===== config.mk =====
export PLATFORM = sky130hd
export DESIGN_NAME = cla_serial_add_ctrl
export DESIGN_NICKNAME = d
export VERILOG_FILES = /design/src/rtl/cla_serial_add_ctrl.sv
export SDC_FILE = /design/constraint.sdc
export NUM_CORES = 1
export LEC_CHECK = 0
export BUFFER_PORTS_ARGS = -buffer_cell sky130_fd_sc_hd__buf_2
export CORE_MARGIN = 5
export CORE_UTILIZATION = 25
export DETAILED_ROUTE_END_ITERATION = 6
export PLACE_DENSITY = 0.49
export SLEW_MARGIN = 20
export SYNTH_ARGS = -nofsm -noshare
export SYNTH_HDL_FRONTEND = slang
export SYNTH_SLANG_ARGS = --single-unit

===== constraint.sdc =====
create_clock -name clk -period 2.8 [get_ports clk]
set_clock_uncertainty 0.2 [all_clocks]
set_input_delay 0.56 -clock clk [delete_from_list [all_inputs] [get_ports clk]]
set_output_delay 0.56 -clock clk [all_outputs]
set_load 0.02 [all_outputs]

===== src/rtl/cla_serial_add_ctrl.sv =====
// Serial WIDTH-bit adder controller: one nibble per clock through a shared 4-bit CLA slice.
// Optional subtract mode (extra 'sub' port) is enabled by defining CLA_SERIAL_SUB_EN.
module cla_serial_add_ctrl #(
  parameter int WIDTH = 16,
  parameter int NIB   = WIDTH / 4
) (
  input  logic             clk,
  input  logic             rst,
  input  logic             in_valid,
  output logic             in_ready,
  input  logic [WIDTH-1:0] a,
  input  logic [WIDTH-1:0] b,
  input  logic             cin,
`ifdef CLA_SERIAL_SUB_EN
  input  logic             sub,
`endif
  output logic             out_valid,
  input  logic             out_ready,
  output logic [WIDTH-1:0] sum,
  output logic             cout,
  output logic             busy
);

  localparam int IW = (NIB > 1) ? $clog2(NIB) : 1;

  generate
    if (WIDTH < 4 || (WIDTH % 4) != 0 || NIB != WIDTH / 4) begin : g_bad_width
      $error("cla_serial_add_ctrl: WIDTH must be a multiple of 4 and >= 4; NIB must be WIDTH/4");
    end
  endgenerate

  typedef enum logic [1:0] {IDLE, RUN, DONE} state_t;

  state_t           state, state_nxt;
  logic [IW-1:0]    idx;
  logic [WIDTH-1:0] a_reg, b_reg;
  logic [WIDTH-1:0] a_sh, b_sh;
  logic             carry;
  logic             op_sub;
  logic             start_carry;
  logic             last;
  logic [3:0]       a_nib, b_nib, g, p, c, s_nib;
  logic             c4;

`ifdef CLA_SERIAL_SUB_EN
  logic sub_reg;

  always_ff @(posedge clk or posedge rst) begin
    if (rst)
      sub_reg <= 1'b0;
    else if (state == IDLE && in_valid)
      sub_reg <= sub;
  end

  assign op_sub      = sub_reg;
  assign start_carry = sub ? 1'b1 : cin;
`else
  assign op_sub      = 1'b0;
  assign start_carry = cin;
`endif

  assign last  = (idx == IW'(NIB - 1));
  assign a_sh  = a_reg >> {idx, 2'b00};
  assign b_sh  = b_reg >> {idx, 2'b00};
  assign a_nib = a_sh[3:0];
  assign b_nib = op_sub ? ~b_sh[3:0] : b_sh[3:0];

  // 4-bit carry-look-ahead slice; only the carry between nibbles goes through 'carry'
  assign g    = a_nib & b_nib;
  assign p    = a_nib ^ b_nib;
  assign c[0] = carry;
  assign c[1] = g[0] | (p[0] & c[0]);
  assign c[2] = g[1] | (p[1] & g[0]) | (p[1] & p[0] & c[0]);
  assign c[3] = g[2] | (p[2] & g[1]) | (p[2] & p[1] & g[0]) | (p[2] & p[1] & p[0] & c[0]);
  assign c4   = g[3] | (p[3] & g[2]) | (p[3] & p[2] & g[1]) | (p[3] & p[2] & p[1] & g[0])
              | (p[3] & p[2] & p[1] & p[0] & c[0]);
  assign s_nib = p ^ c;

  always_ff @(posedge clk or posedge rst) begin
    if (rst)
      state <= IDLE;
    else
      state <= state_nxt;
  end

  always_comb begin
    state_nxt = state;
    in_ready  = 1'b0;
    busy      = 1'b0;
    out_valid = 1'b0;
    case (state)
      IDLE: begin
        in_ready = 1'b1;
        if (in_valid) state_nxt = RUN;
      end
      RUN: begin
        busy = 1'b1;
        if (last) state_nxt = DONE;
      end
      DONE: begin
        out_valid = 1'b1;
        if (out_ready) state_nxt = IDLE;
      end
      default: state_nxt = IDLE;
    endcase
  end

  // sum is cleared on accept, so each nibble can be OR-ed into its slot
  always_ff @(posedge clk or posedge rst) begin
    if (rst) begin
      a_reg <= '0;
      b_reg <= '0;
      carry <= 1'b0;
      idx   <= '0;
      sum   <= '0;
      cout  <= 1'b0;
    end else begin
      case (state)
        IDLE: begin
          if (in_valid) begin
            a_reg <= a;
            b_reg <= b;
            carry <= start_carry;
            idx   <= '0;
            sum   <= '0;
          end
        end
        RUN: begin
          sum   <= sum | (WIDTH'(s_nib) << {idx, 2'b00});
          carry <= c4;
          if (last)
            cout <= c4;
          else
            idx <= idx + 1'b1;
        end
        default: ;
      endcase
    end
  end

endmodule


==> flow_summary.json, run 1 <==
{
  "syn_nets": 274,
  "total_wirelength_of_the_detailed_routed_design_um": 5840,
  "fmaxAchievable_ghz": 0.384,
  "synth_seq_cells": 54,
  "endpoint_kind_of_the_worst_setup_timing_path": "flop",
  "timing.final.ws_setup_ns": 0.196,
  "grt_start_max_net_pins": 45,
  "die_width_um": 109,
  "clock_latency_ns": 0.30,
  "hp_class": "input pin to async pin",
  "switching_power_mw": 1.59,
  "finalWorstPathRequiredPeriod_ns": 2.60,
  "timing_hold_violations_final": 0,
  "worst_ep_required_time_ns": 2.78,
  "top_usage_layer": "met2",
  "startpoint_type": "flop",
  "design.portCount": 57,
  "start_util": 0.255,
  "detail_route.drc_violations": 0,
  "min_hold_slack_ns": 0.111,
  "place_congestion": 0.744,
  "gr_overflow_total": 0,
  "fraction_of_final_layout_cells_with_drive_strength_greater_than_1": 0.295,
  "finish.net_count": 330,
  "worstReg2RegEnd": "sum[15]",
  "post_synth_instance_area_um2": 2470,
  "drv_slew": 0,
  "r2r_start": "idx[0]",
  "detail_route.wl_per_cell_um": 14.0,
  "antenna_left": 0,
  "core.rowCount": 36,
  "run_status": "finished clean",
  "dpl.hpwl_um": 4490,
  "crit_path_max_fanout": 7,
  "power.share.combinational": 0.517,
  "cts_tree": "built",
  "cts.hold.buffers_added": 0,
  "placement.io_buffers": 56,
  "dp_slack_ns": 0.181,
  "netSwitchingFraction": 0.427,
  "synth.yosys.seq_area_share": 0.548,
  "cell_pwr_density_nw_per_um2": 1270,
  "synth.avg_cell_area_um2": 10.7,
  "grt_setup_unrepaired": "no",
  "worst_ir_drop_vdd_uv": 340,
  "num_vias": 1779,
  "power_mw": 3.73,
  "reg2reg_setup_slack_ns": 0.20,
  "timing_worst_slew_pin_value_ns": 0.820,
  "cts-resized-gates": 0,
  "register_clock_pin_slew_on_the_reported_worst_setup_and_hold_paths_ns": 0.09,
  "synth_area_leaders": "sky130_fd_sc_hd__dfrtp_1, sky130_fd_sc_hd__nand2_1, sky130_fd_sc_hd__mux4_2",
  "clock_tree.buffer_depth": 2,
  "grt_util_met2": 0.178,
  "die_y_um": 109,
  "flow.area_growth_from_synthesis_pct": 19.5,
  "cts_inserted_buffers": 5,
  "netlist_instances": 230,
  "post_cts.repair.setup_buffers": 0,
  "antenna-diode-count": 0,
  "gr-usage-all-layers": 0.104,
  "number_of_antenna_violations_at_the_first_check_in_global_routing": 0,
  "timing.setup.critical_path_class": "flop to flop",
  "clock-root-buffer": "sky130_fd_sc_hd__clkbuf_8",
  "worst-endpoint-arrival_ns": 2.59,
  "worst_slew_margin_rel": 0.451,
  "yosysWarnings": 0,
  "report.final.setup_viol": 0,
  "setup-tns-final_ns": 0,
  "met3_usage": 0.0258,
  "fill_cells": 1036,
  "grt_pass1_wl_um": 9870,
  "power.clock.fraction": 0.113,
  "final-seq-area_um2": 1350,
  "number_of_h_tree_branching_levels": 2,
  "drtIter0Drc": 63,
  "part_of_the_total_power_dissipated_in_sequential_elements": 0.370,
  "yosysTopAreaCell": "sky130_fd_sc_hd__dfrtp_1",
  "internal_power_mw": 2.14,
  "rr_worst_depth": 6,
  "maxCapViolCount": 0,
  "vias_per_cell": 4.26,
  "multi_input_logic_area_um2": 1010,
  "netlist-cell-type-count": 32,
  "globalRouteMet1Util": 0.136,
  "clkSinkCount": 54,
  "area_of_the_core_um2": 9680,
  "total_leakage_power_nw": 1.55,
  "period_share": 0.930,
  "first_global_vias": 1937,
  "first_pass_iters": 4,
  "dieArea_um2": 12000,
  "synth_largest_type_area_fraction": 0.548
}
==> worst max-delay path by stage <==
stage	to	slack, ns	from	depth (start not counted)
after global placement	sum[15]	0.25	idx[0]	6
final	sum[15]	0.20	idx[0]	6
after CTS	sum[15]	0.16	idx[0]	6
after floorplan	sum[15]	0.31	idx[0]	7
after detailed placement	sum[15]	0.18	idx[0]	6
after global routing	sum[15]	0.04	idx[0]	6
==> metrics by stage <==
stage	area, µm²	instances	utilization
after floorplan	2470	230	-
after global placement	2870	412	0.296
after detailed placement	2870	412	0.296
after CTS	2950	418	0.304
after global routing	2950	418	0.304
final	2950	418	0.304
==> Yosys cell counts (all sizes together) <==
library cell / count
nor3b: 2
dfrtp: 54
inv: 5
o211ai: 1
nand2: 100
buf: 10
mux4: 8
a41oi: 1
a21oi: 7
and3: 1
a22o: 13
fa: 1
nand2b: 2
nor2: 8
nor3: 1
o21ai: 4
mux2: 1
ha: 6
and2: 1
xnor2: 1
a21o: 1
xor2: 2
==> logic make-up (layout without fill, tap and decap cells) <==
family / count (synthesis) / after routing / synth area share
xor gates and xnor gates: 3 / 3 / 0.0137
adders and majority gates: 7 / 7 / 0.0385
buffers and inverters: 15 / 70 / 0.0416
muxes: 9 / 9 / 0.0806
and+or+nand+nor: 115 / 115 / 0.198
DFF: 54 / 54 / 0.548
AOI/OAI and AO/OA: 27 / 27 / 0.0796
==> area by class of cell <==
type / count / share of cell area
Timing Repair Buffer: 59 / 0.107
Multi-Input combinational cell: 161 / 0.344
Inverter: 5 / 0.00637
Sequential cell: 54 / 0.458
Clock buffer: 6 / 0.0280
Tap cell: 133 / 0.0565
==> routing by layer <==
layer	routed length, µm	part of all wire
met1	2700	0.46
met2	2840	0.49
met3	265	0.045
met4	35	0.0060
met5	0	0
==> power by group through the flow <==
stage	combinational, mW	sequential (mW)	clock, mW
CTS	1.98	1.39	0.444
floorplan	1.47	1.41	0
global route	2.19	1.42	0.467
global placement	1.93	1.40	0
detailed placement	1.97	1.40	0
finish	1.93	1.38	0.421
==> layout by cell type, fill, tap and decap left out, types with 3 or more instances in the layout <==
cell type / synthesis / routed
sky130_fd_sc_hd__a21oi_1: 7 / 7
sky130_fd_sc_hd__clkbuf_8: 0 / 6
sky130_fd_sc_hd__ha_1: 6 / 6
sky130_fd_sc_hd__buf_2: 4 / 56
sky130_fd_sc_hd__a22o_1: 13 / 13
sky130_fd_sc_hd__mux4_2: 6 / 6
sky130_fd_sc_hd__dfrtp_1: 54 / 54
sky130_fd_sc_hd__inv_1: 4 / 3
sky130_fd_sc_hd__nor2_1: 6 / 6
sky130_fd_sc_hd__o21ai_0: 3 / 3
sky130_fd_sc_hd__nand2_1: 99 / 99
==> worst max-delay path, stage by stage (launching register included) <==
cell	delay, ns
sky130_fd_sc_hd__dfrtp_1	0.58
sky130_fd_sc_hd__mux4_2	0.61
sky130_fd_sc_hd__ha_1	0.34
sky130_fd_sc_hd__a41oi_1	0.25
sky130_fd_sc_hd__o21ai_2	0.12
sky130_fd_sc_hd__xor2_2	0.18
sky130_fd_sc_hd__a22o_1	0.21
No activity file was read; power rests on OpenSTA's default activity.
==> inputs of run 2 (changes only) <==
--- a/config.mk
+++ b/config.mk
@@ -5,11 +5,12 @@
 export SDC_FILE = /design/constraint.sdc
 export NUM_CORES = 1
 export LEC_CHECK = 0
-export BUFFER_PORTS_ARGS = -buffer_cell sky130_fd_sc_hd__buf_2
 export CORE_MARGIN = 5
 export CORE_UTILIZATION = 25
 export DETAILED_ROUTE_END_ITERATION = 6
-export PLACE_DENSITY = 0.49
+export DONT_BUFFER_PORTS = 1
+export GPL_ROUTABILITY_DRIVEN = 0
+export PLACE_DENSITY = 0.44
 export SLEW_MARGIN = 20
 export SYNTH_ARGS = -nofsm -noshare
 export SYNTH_HDL_FRONTEND = slang
==> run 2 against run 1 <==
Against the previous run:
- total power increased by 0.86%
- via count fell by 11%
- design area down 7.9%
- non-clock buffer count is 53 lower
- combinational power down 9%
- setup slack lost 0.0088 ns
- register-to-register slack is essentially flat
- cell count shrank 12%
- die area unchanged
- global-route usage shrank 0.061 points
- critical path depth unchanged
- largest cell class unchanged
- largest power group unchanged
- highest routed layer unchanged
==> flow_summary.json, run 2 (same netlist as run 1, synthesis figures left out) <==
{
  "run_status": "finished clean",
  "report.final.setup_viol": 0,
  "first_global_vias": 1800,
  "total_leakage_power_nw": 1.33,
  "grt_pass1_wl_um": 9560,
  "clock-root-buffer": "sky130_fd_sc_hd__clkbuf_8",
  "worst-endpoint-arrival_ns": 2.61,
  "die_width_um": 109,
  "most_frequent_cells_in_the_layout": "sky130_fd_sc_hd__nand2_1, sky130_fd_sc_hd__dfrtp_1, sky130_fd_sc_hd__a22o_1, sky130_fd_sc_hd__a21oi_1",
  "setup-tns-final_ns": 0,
  "number_of_antenna_violations_at_the_first_check_in_global_routing": 0,
  "clkSinkCount": 54,
  "start_util": 0.255,
  "worst_ep_required_time_ns": 2.80,
  "worst_ir_drop_vdd_uv": 401,
  "placement.io_buffers": 0,
  "gr_overflow_total": 0,
  "antenna_left": 0,
  "number_of_h_tree_branching_levels": 2,
  "cts_tree": "built",
  "flow.area_growth_from_synthesis_pct": 10.1,
  "maxCapViolCount": 0,
  "multi_input_logic_area_um2": 1010,
  "most_frequent_standard_cell_in_the_layout_excluding_fill_and_tap_cells": "sky130_fd_sc_hd__nand2_1",
  "num_vias": 1592,
  "die_y_um": 109,
  "finish.net_count": 277,
  "timing_worst_slew_pin_value_ns": 0.489,
  "timing.setup.critical_path_class": "flop to flop",
  "detail_route.drc_violations": 0,
  "drtIter0Drc": 94,
  "hp_class": "input pin to flop",
  "area_of_the_core_um2": 9680,
  "grt_start_max_net_pins": 55,
  "fraction_of_final_layout_cells_with_drive_strength_greater_than_1": 0.128,
  "worst_slew_margin_rel": 0.673,
  "startpoint_type": "flop",
  "finalWorstPathRequiredPeriod_ns": 2.61,
  "total_wirelength_of_the_detailed_routed_design_um": 5790,
  "clock_latency_ns": 0.30,
  "endpoint_kind_of_the_worst_setup_timing_path": "flop",
  "vias_per_cell": 4.34,
  "cts_inserted_buffers": 5,
  "register_clock_pin_slew_on_the_reported_worst_setup_and_hold_paths_ns": 0.09,
  "clock_tree.buffer_depth": 2,
  "detail_route.wl_per_cell_um": 15.8,
  "dpl.hpwl_um": 4270,
  "grt_setup_unrepaired": "no",
  "drv_slew": 0,
  "antenna-diode-count": 0,
  "cts-resized-gates": 0,
  "timing.final.ws_setup_ns": 0.187,
  "final_core_util": 0.280,
  "core.rowCount": 36,
  "post_cts.repair.setup_buffers": 0,
  "dp_slack_ns": 0.188,
  "final-seq-area_um2": 1350,
  "cell_pwr_density_nw_per_um2": 1390,
  "dieArea_um2": 12000,
  "gr-usage-all-layers": 0.104,
  "crit_path_max_fanout": 7,
  "fill_cells": 1035,
  "min_hold_slack_ns": 0.157,
  "first_pass_iters": 5,
  "design.portCount": 57,
  "period_share": 0.933,
  "timing_hold_violations_final": 0,
  "post_layout_nonfiller_instances": 367,
  "fmaxAchievable_ghz": 0.383,
  "placed_cells": 358
}
run 2: final cells by class:
class / instances / area share
clock inverters: 1 / 0.0111
flip-flops and latches: 54 / 0.497
well taps: 133 / 0.0613
multi-input cells: 161 / 0.373
inverters: 5 / 0.00691
repair buffers: 6 / 0.0221
clock buffers: 7 / 0.0281
run 2: repair_timing:
action | 4_1_cts | 5_1_grt
hold buffers | 1 | 0
endpoints found under the hold margin | 49 | 0
setup endpoints to repair | 0 | 0
run 2: layer usage:
metal  vias up  wire length (µm)  global-route usage
met5         -                 0                   0
li1        768                 -                   -
met4         0                69              0.0294
met1       772              2360               0.120
met2        43              2770               0.170
met3         9               593              0.0517
run 2: critical path, stage by stage, from the launching register on:
cell                      delay [ns]
sky130_fd_sc_hd__dfrtp_1        0.58
sky130_fd_sc_hd__mux4_2         0.62
sky130_fd_sc_hd__ha_1           0.34
sky130_fd_sc_hd__a41oi_1        0.26
sky130_fd_sc_hd__o21ai_2        0.13
sky130_fd_sc_hd__xor2_2         0.18
sky130_fd_sc_hd__a22o_1         0.21
run 2: worst paths after layout:
path / from / to / slack, ns / depth (start not counted)
setup / recovery: idx[0] / sum[15] / 0.19 / 6
hold / removal: a[15] / a_reg[15] / 0.16 / 2
setup reg to reg: idx[0] / sum[15] / 0.19 / 6
hold reg to reg: a_reg[3] / a_reg[3] / 0.28 / 2
max in group asynchronous: rst / b_reg[4] / 1.60 / 3
min in group asynchronous: rst / b_reg[11] / 0.56 / 3
run 2: per-stage QoR:
| stage | instance area [µm²] | total power, mW |
|---|---|---|
| global route | 2720 | 4.10 |
| floorplan | 2470 | 2.88 |
| global placement | 2600 | 3.28 |
| detailed placement | 2600 | 3.31 |
| finish | 2720 | 3.76 |
| CTS | 2720 | 3.85 |
run 2: power by group:
group	leakage, nW	internal [mW]	switching, mW
registers	0.682	1.13	0.366
logic	0.599	0.748	1.01
clock network	0.0524	0.268	0.245
